### config.mk
export PLATFORM = sky130hd
export DESIGN_NAME = wb_write_arbiter_flat
export DESIGN_NICKNAME = d
export VERILOG_FILES = /design/src/rtl/wb_pkg.sv /design/src/rtl/wb_write_arbiter_if.sv /design/src/rtl/wb_fifo.sv /design/src/rtl/wb_write_arbiter.sv /design/src/flat_wrapper.sv
export SDC_FILE = /design/constraint.sdc
export NUM_CORES = 1
export LEC_CHECK = 0
export BUFFER_PORTS_ARGS = -buffer_cell sky130_fd_sc_hd__buf_2
export CORE_ASPECT_RATIO = 1.5
export CORE_MARGIN = 5
export CORE_UTILIZATION = 51
export DETAILED_ROUTE_END_ITERATION = 10
export PLACE_DENSITY = 0.83
export SETUP_SLACK_MARGIN = 0.15
export SLEW_MARGIN = 20
export SYNTH_ARGS = -nofsm -noshare
export SYNTH_HDL_FRONTEND = slang
export SYNTH_SLANG_ARGS = --single-unit
### constraint.sdc
create_clock -name clk_i -period 2.4 [get_ports clk_i]
set_clock_uncertainty 0.15 [all_clocks]
set_input_delay 0.12 -clock clk_i [delete_from_list [all_inputs] [get_ports clk_i]]
set_output_delay 0.12 -clock clk_i [all_outputs]
set_load 0.02 [all_outputs]
### src/rtl/wb_pkg.sv
`default_nettype none
// ============================================================================
// Module   : wb_pkg
// Purpose  : Shared widths and the buffered write-entry type for the
//            register-file write arbiter.
// Revision : 1.0 - initial release
// ============================================================================
package wb_pkg;

    localparam int REG_ADDR_W = 5;
    localparam int REG_DATA_W = 32;

    typedef struct packed {
        logic [REG_ADDR_W-1:0] addr;
        logic [REG_DATA_W-1:0] data;
    } wb_entry_t;

endpackage : wb_pkg
`default_nettype wire

### src/rtl/wb_write_arbiter_if.sv
`default_nettype none
// ============================================================================
// Module   : wb_write_arbiter_if
// Purpose  : Primary/secondary write, hazard query and register-file port
//            bundle for wb_write_arbiter.
// Revision : 1.0 - initial release
// ============================================================================
interface wb_write_arbiter_if
    import wb_pkg::*;
#(
    parameter int DEPTH = 4
) ();

    logic                       pri_we_i;
    logic [REG_ADDR_W-1:0]      pri_addr_i;
    logic [REG_DATA_W-1:0]      pri_data_i;
    logic                       sec_valid_i;
    logic                       sec_ready_o;
    logic [REG_ADDR_W-1:0]      sec_addr_i;
    logic [REG_DATA_W-1:0]      sec_data_i;
    logic [REG_ADDR_W-1:0]      query_addr_i;
    logic                       pending_o;
    logic                       stall_req_o;
    logic [$clog2(DEPTH):0]     count_o;
    logic [REG_ADDR_W-1:0]      writeaddr_o;
    logic [REG_DATA_W-1:0]      writedata_o;
    logic                       regwrite_o;

    modport slave (
        input  pri_we_i, pri_addr_i, pri_data_i,
        input  sec_valid_i, sec_addr_i, sec_data_i, query_addr_i,
        output sec_ready_o, pending_o, stall_req_o, count_o,
        output writeaddr_o, writedata_o, regwrite_o
    );

    modport master (
        output pri_we_i, pri_addr_i, pri_data_i,
        output sec_valid_i, sec_addr_i, sec_data_i, query_addr_i,
        input  sec_ready_o, pending_o, stall_req_o, count_o,
        input  writeaddr_o, writedata_o, regwrite_o
    );

endinterface : wb_write_arbiter_if
`default_nettype wire

### src/rtl/wb_fifo.sv
`default_nettype none
// ============================================================================
// Module   : wb_fifo
// Purpose  : In-order FIFO of wb_entry_t with per-slot valid/addr exposure
//            so the parent can search buffered destinations.
// Revision : 1.0 - initial release
// ============================================================================
module wb_fifo
    import wb_pkg::*;
#(
    parameter int DEPTH = 4
) (
    input  wire                                 clk_i,
    input  wire                                 rst_i,
    input  wire                                 i_push,
    input  wb_entry_t                           i_entry,
    input  wire                                 i_pop,
    output wb_entry_t                           o_head,
    output logic [$clog2(DEPTH):0]              o_count,
    output logic                                o_full,
    output logic                                o_empty,
    output logic [DEPTH-1:0]                    o_valid,
    output logic [DEPTH-1:0][REG_ADDR_W-1:0]    o_addr
);

    localparam int PW = $clog2(DEPTH);
    localparam int CW = PW + 1;

    wb_entry_t          r_mem [DEPTH];
    logic [PW-1:0]      r_wr_ptr;
    logic [PW-1:0]      r_rd_ptr;
    logic [CW-1:0]      r_count;
    logic               w_push;
    logic               w_pop;

    assign o_full  = (r_count == CW'(DEPTH));
    assign o_empty = (r_count == '0);
    assign w_push  = i_push && !o_full;
    assign w_pop   = i_pop && !o_empty;
    assign o_head  = r_mem[r_rd_ptr];
    assign o_count = r_count;

    always_ff @(posedge clk_i or posedge rst_i) begin
        if (rst_i) begin
            r_wr_ptr <= '0;
            r_rd_ptr <= '0;
            r_count  <= '0;
        end else begin
            if (w_push) r_wr_ptr <= r_wr_ptr + 1'b1;
            if (w_pop)  r_rd_ptr <= r_rd_ptr + 1'b1;
            case ({w_push, w_pop})
                2'b10:   r_count <= r_count + 1'b1;
                2'b01:   r_count <= r_count - 1'b1;
                default: r_count <= r_count;
            endcase
        end
    end

    // Storage needs no reset: slot validity is derived from pointers and count.
    always_ff @(posedge clk_i) begin
        if (w_push) r_mem[r_wr_ptr] <= i_entry;
    end

    generate
        for (genvar i = 0; i < DEPTH; i++) begin : g_slot
            localparam logic [PW-1:0] c_idx = PW'(i);
            logic [PW-1:0] w_off;
            assign w_off      = c_idx - r_rd_ptr;
            assign o_valid[i] = ({1'b0, w_off} < r_count);
            assign o_addr[i]  = r_mem[i].addr;
        end
    endgenerate

endmodule : wb_fifo
`default_nettype wire

### src/rtl/wb_write_arbiter.sv
`default_nettype none
// ============================================================================
// Module   : wb_write_arbiter
// Purpose  : Merges primary writeback and buffered secondary writes onto the
//            single register-file write port. Define WBARB_BYPASS_EN to let a
//            secondary write skip an empty FIFO on an idle cycle.
// Revision : 1.0 - initial release
// ============================================================================
module wb_write_arbiter
    import wb_pkg::*;
#(
    parameter int DEPTH      = 4,
    parameter int STARVE_MAX = 8
) (
    input  wire                 clk_i,
    input  wire                 rst_i,
    wb_write_arbiter_if.slave   bus
);

    localparam int SW = $clog2(STARVE_MAX + 1);

    wb_entry_t                          w_head;
    wb_entry_t                          w_sec_entry;
    logic                               w_full;
    logic                               w_empty;
    logic [DEPTH-1:0]                   w_valid;
    logic [DEPTH-1:0][REG_ADDR_W-1:0]   w_addr;
    logic [DEPTH-1:0]                   w_match;
    logic                               w_push;
    logic                               w_pop;
    logic                               w_bypass;
    logic                               w_store;
    logic [SW-1:0]                      r_starve;
    logic                               r_stall;
    logic [REG_ADDR_W-1:0]              r_waddr;
    logic [REG_DATA_W-1:0]              r_wdata;
    logic                               r_we;

    assign w_sec_entry     = '{addr: bus.sec_addr_i, data: bus.sec_data_i};
    assign bus.sec_ready_o = !w_full;
    assign w_push          = bus.sec_valid_i && !w_full;
    assign w_pop           = !bus.pri_we_i && !w_empty;

`ifdef WBARB_BYPASS_EN
    // Zero-address pushes are dropped, so they never take the bypass.
    assign w_bypass = w_push && w_empty && !bus.pri_we_i && (bus.sec_addr_i != '0);
`else
    assign w_bypass = 1'b0;
`endif

    assign w_store = w_push && (bus.sec_addr_i != '0) && !w_bypass;

    wb_fifo #(
        .DEPTH  (DEPTH)
    ) u_fifo (
        .clk_i   (clk_i),
        .rst_i   (rst_i),
        .i_push  (w_store),
        .i_entry (w_sec_entry),
        .i_pop   (w_pop),
        .o_head  (w_head),
        .o_count (bus.count_o),
        .o_full  (w_full),
        .o_empty (w_empty),
        .o_valid (w_valid),
        .o_addr  (w_addr)
    );

    always_ff @(posedge clk_i or posedge rst_i) begin
        if (rst_i) begin
            r_waddr <= '0;
            r_wdata <= '0;
            r_we    <= 1'b0;
        end else if (bus.pri_we_i) begin
            r_we <= (bus.pri_addr_i != '0);
            if (bus.pri_addr_i != '0) begin
                r_waddr <= bus.pri_addr_i;
                r_wdata <= bus.pri_data_i;
            end
        end else if (w_pop) begin
            r_waddr <= w_head.addr;
            r_wdata <= w_head.data;
            r_we    <= 1'b1;
        end else if (w_bypass) begin
            r_waddr <= bus.sec_addr_i;
            r_wdata <= bus.sec_data_i;
            r_we    <= 1'b1;
        end else begin
            r_we    <= 1'b0;
        end
    end

    // Stall is registered from the counter, so it trails the counter by a cycle.
    always_ff @(posedge clk_i or posedge rst_i) begin
        if (rst_i) begin
            r_starve <= '0;
            r_stall  <= 1'b0;
        end else begin
            if (w_empty || w_pop)
                r_starve <= '0;
            else if (bus.pri_we_i && (r_starve < SW'(STARVE_MAX)))
                r_starve <= r_starve + 1'b1;
            r_stall <= (r_starve >= SW'(STARVE_MAX));
        end
    end

    generate
        for (genvar i = 0; i < DEPTH; i++) begin : g_match
            assign w_match[i] = w_valid[i] && (w_addr[i] == bus.query_addr_i);
        end
    endgenerate

    assign bus.pending_o   = (bus.query_addr_i != '0) &&
                             ((|w_match) || (r_we && (r_waddr == bus.query_addr_i)));
    assign bus.stall_req_o = r_stall;
    assign bus.writeaddr_o = r_waddr;
    assign bus.writedata_o = r_wdata;
    assign bus.regwrite_o  = r_we;

endmodule : wb_write_arbiter
`default_nettype wire

### src/flat_wrapper.sv
// flat-port wrapper written by rule: the top's interface ports become plain ports
module wb_write_arbiter_flat import wb_pkg::*;
#(
    parameter int DEPTH      = 4,
    parameter int STARVE_MAX = 8
)
  (clk_i, rst_i, bus_pri_we_i, bus_pri_addr_i, bus_pri_data_i, bus_sec_valid_i, bus_sec_addr_i, bus_sec_data_i, bus_query_addr_i, bus_sec_ready_o, bus_pending_o, bus_stall_req_o, bus_count_o, bus_writeaddr_o, bus_writedata_o, bus_regwrite_o);
  wb_write_arbiter_if #(.DEPTH(DEPTH)) bus_i ();
  input  wire clk_i;
  input  wire rst_i;
  input wire logic [$bits(bus_i.pri_we_i)-1:0] bus_pri_we_i;
  input wire logic [$bits(bus_i.pri_addr_i)-1:0] bus_pri_addr_i;
  input wire logic [$bits(bus_i.pri_data_i)-1:0] bus_pri_data_i;
  input wire logic [$bits(bus_i.sec_valid_i)-1:0] bus_sec_valid_i;
  input wire logic [$bits(bus_i.sec_addr_i)-1:0] bus_sec_addr_i;
  input wire logic [$bits(bus_i.sec_data_i)-1:0] bus_sec_data_i;
  input wire logic [$bits(bus_i.query_addr_i)-1:0] bus_query_addr_i;
  output wire logic [$bits(bus_i.sec_ready_o)-1:0] bus_sec_ready_o;
  output wire logic [$bits(bus_i.pending_o)-1:0] bus_pending_o;
  output wire logic [$bits(bus_i.stall_req_o)-1:0] bus_stall_req_o;
  output wire logic [$bits(bus_i.count_o)-1:0] bus_count_o;
  output wire logic [$bits(bus_i.writeaddr_o)-1:0] bus_writeaddr_o;
  output wire logic [$bits(bus_i.writedata_o)-1:0] bus_writedata_o;
  output wire logic [$bits(bus_i.regwrite_o)-1:0] bus_regwrite_o;
  assign bus_i.pri_we_i = bus_pri_we_i;
  assign bus_i.pri_addr_i = bus_pri_addr_i;
  assign bus_i.pri_data_i = bus_pri_data_i;
  assign bus_i.sec_valid_i = bus_sec_valid_i;
  assign bus_i.sec_addr_i = bus_sec_addr_i;
  assign bus_i.sec_data_i = bus_sec_data_i;
  assign bus_i.query_addr_i = bus_query_addr_i;
  assign bus_sec_ready_o = bus_i.sec_ready_o;
  assign bus_pending_o = bus_i.pending_o;
  assign bus_stall_req_o = bus_i.stall_req_o;
  assign bus_count_o = bus_i.count_o;
  assign bus_writeaddr_o = bus_i.writeaddr_o;
  assign bus_writedata_o = bus_i.writedata_o;
  assign bus_regwrite_o = bus_i.regwrite_o;
  wb_write_arbiter #(.DEPTH(DEPTH), .STARVE_MAX(STARVE_MAX)) u_core (.clk_i(clk_i), .rst_i(rst_i), .bus(bus_i));
endmodule
==> impl_metrics.env <==
export IMPL_io_pins=127
export IMPL_clock_sinks=198
export IMPL_drc=0
export IMPL_syn2layout_area_growth_pct=29.1
export IMPL_clk_pin_slew_ps=60
export IMPL_maxSlewHeadroom=0.524
export IMPL_drt_wirelength_per_cell_um=21.0
export IMPL_cp_startpoint="u_core.u_fifo.r_rd_ptr[1]$_DFFE_PP0P_"
export IMPL_rows=56
export IMPL_start_util=0.520
export IMPL_worst_pin_slew_ps=713
export IMPL_cpLargestDelayFamily="flip-flops"
export IMPL_min_from="bus_sec_valid_i"
export IMPL_die_y_um=165
export IMPL_drive_gt1_frac=0.331
export IMPL_die_area_um2=18600
export IMPL_critPathArrivalTime_ps=2040
export IMPL_worstSetupPathType="register to primary output"
export IMPL_ant_nets=0
export IMPL_setup_viol=0
export IMPL_worstHoldPathType="primary input to register"
export IMPL_end_kind="primary output"
export IMPL_wl_um=19500
export IMPL_peakVddDrop_uv=871
export IMPL_tritoncts="yes"
export IMPL_period_minus_slack_ps=2310
export IMPL_cts_buffers=17
export IMPL_multi_input_area_um2=2300
export IMPL_synth_nets=592
export IMPL_grt_start_max_net_pins=44
export IMPL_fillCellCount=1016
export IMPL_clock_latency_ps=420
export IMPL_fin_nets=807
export IMPL_path_max_fanout=4
export IMPL_firstDrtPassIters=5
export IMPL_grtUsageTotal=0.217
export IMPL_final_common_cell="edfxtp_1"
export IMPL_fmax_mhz=432
export IMPL_grt_pass1_wl_um=30300
export IMPL_htreeDepth=4
export IMPL_synthTopCellsByArea="edfxtp_1 55%, dfrtp_1 15%, mux4_2 10%"
export IMPL_finalCritPeriodShare=0.964
export IMPL_syn_area_um2=8130
export IMPL_vias=5190
export IMPL_antenna_found_initial=2
export IMPL_outcome="completed"
export IMPL_syn_inst=497
export IMPL_synth_largest_area_cell="edfxtp_1"
export IMPL_die_w_um=113
export IMPL_vias_per_cell=5.58
export IMPL_yosysSeqAreaShare=0.701
export IMPL_coreArea_um2=15600
export IMPL_power_density_nw_per_um2=1100
export IMPL_rsz0062_at_grt="yes"
export IMPL_cpPeakStageDelay_ps=450
export IMPL_grt_ovfl_total=0
export IMPL_power_w=0.0115
export IMPL_netlist_cell_type_count=37
export IMPL_cap_viol_max_count=0
export IMPL_start_kind="register"
export IMPL_final_cell_mix="148 x edfxtp_1, 125 x buf_2, 75 x dlygate4sd3_1, 46 x dfrtp_1, 37 x mux4_2"
export IMPL_hold_slack_ps=88.2
export IMPL_dp_hpwl_um=12400
export IMPL_synth_top_cell_area_share=0.547
export IMPL_grt_pass1_vias=5566
export IMPL_drtIter0Drc=382
export IMPL_r2r_start="u_core.u_fifo.o_count[1]$_DFFE_PP0P_"
export IMPL_cts_root_buf="clkbuf_16"
export IMPL_avgSynthCellArea_um2=16.4
export IMPL_p_leak_nw=4.01
export IMPL_cts_buffer_depth=2
export IMPL_drv_slew=0
export IMPL_synth_seq_cells=198
export IMPL_seqCellArea_um2=5700
export IMPL_cp_cell_sequence="xor2_2 -> ha_1 -> a31oi_1 -> nand4_1 -> and3_4 -> a21oi_4 -> buf_6"
export IMPL_hold_viol=0
export IMPL_numPortBuffers=126
export IMPL_worstPathRequired_ps=2130
export IMPL_path_buf_inv=1
export IMPL_yosys_warnings=0
export IMPL_place_gp_congestion=0.915
export IMPL_slowest_stage="dfrtp_2"
layout make-up:
type	instances	area share
repair buffers	226	0.154
well taps	203	0.0242
flip-flops and latches	198	0.543
multi-input cells	256	0.219
diodes	2	0.000477
inverters	13	0.00489
clock inverters	12	0.0124
clock buffers	20	0.0416
flip-flops by register name, summed over array words and instances, names as in the netlist:
signal                  count
u_core.u_fifo.r_wr_ptr      2
u_core.bus.writedata_o     32
u_core.u_fifo.r_rd_ptr      2
u_core.u_fifo.o_count       3
u_core.bus.regwrite_o       1
u_core.u_fifo.r_mem       148
u_core.bus.stall_req_o      1
u_core.r_starve             4
u_core.bus.writeaddr_o      5
final timing paths:
check	cells after the start	slack (ps)	endpoint
setup / recovery	7	90	bus_pending_o
hold / removal	5	90	u_core.u_fifo.r_wr_ptr[0]$_DFFE_PP0P_
setup reg to reg	12	230	u_core.u_fifo.o_count[2]$_DFFE_PP0P_
hold reg to reg	2	330	u_core.bus.writedata_o[10]$_DFFE_PP0P_
max in group asynchronous	4	1190	u_core.u_fifo.o_count[2]$_DFFE_PP0P_
min in group asynchronous	3	220	u_core.bus.writedata_o[3]$_DFFE_PP0P_
synthesized netlist by cell type (all sizes together):
library cell / count
fa: 1
o21ai: 33
nand4: 2
mux2i: 17
nor3: 3
a221o: 4
nand2b: 2
a21oi: 23
inv: 13
xnor2: 11
mux4: 37
a2111oi: 1
a221oi: 1
nand2: 36
ha: 11
dfrtp: 50
nor2: 29
and2: 4
buf: 16
o21a: 1
nand3: 1
and3: 1
nor4: 2
mux2: 1
o211ai: 1
nor2b: 2
xor2: 23
edfxtp: 148
clkbuf: 14
nor3b: 4
or4: 2
a31oi: 3
worst register-to-register path, stage by stage, from the launching register on:
cell and delay [ps]:
dfrtp_1 430, inv_4 120, buf_6 100, nand3_2 80
nand2_2 80, a21oi_2 50, inv_1 80, ha_2 190
inv_2 50, fa_2 350, xor2_1 150, nor2_1 140
xnor2_1 140
metrics by stage:
step	std cells	util	cell area, µm²	setup WS [ps]	TNS, ps
2_1_floorplan	497	-	8140	144	0
3_3_place_gp	814	0.580	9060	237	0
3_5_place_dp	814	0.580	9060	185	0
4_1_cts	923	0.666	10400	14.5	0
5_1_grt	930	0.671	10500	-31.8	-31.8
6_report	930	0.671	10500	86.2	0
routing by layer:
metal | vias to the layer above | track usage | wire, µm
li1 | 2302 | - | -
met1 | 2624 | 0.242 | 7040
met2 | 206 | 0.395 | 10700
met3 | 58 | 0.0433 | 903
met4 | 0 | 0.101 | 842
met5 | - | 0 | 0
kinds of logic after synthesis:
group / synth area share
flip-flops: 0.701
AND/OR/NAND/NOR: 0.0490
AO/OA/AOI/OAI: 0.0457
multiplexers: 0.125
buffers and inverters: 0.0236
XOR/XNOR: 0.0366
adder cells (fa/ha/maj): 0.0194
report_power, final:
part	switching, W	internal (W)	leakage, nW
clock network	0.00120	0.00153	0.254
registers	0.000424	0.00458	1.94
logic	0.00210	0.00170	1.81
total	0.00373	0.00781	4.01
timing repair:
item / CTS / global route
hold endpoints to repair: 210 / 0
pin swaps: 4 / 7
resized for setup: 4 / 13
hold buffers: 75 / 0
setup endpoints to repair: 1 / 75
setup buffers: 2 / 5
No activity file was read; power rests on OpenSTA's default activity.
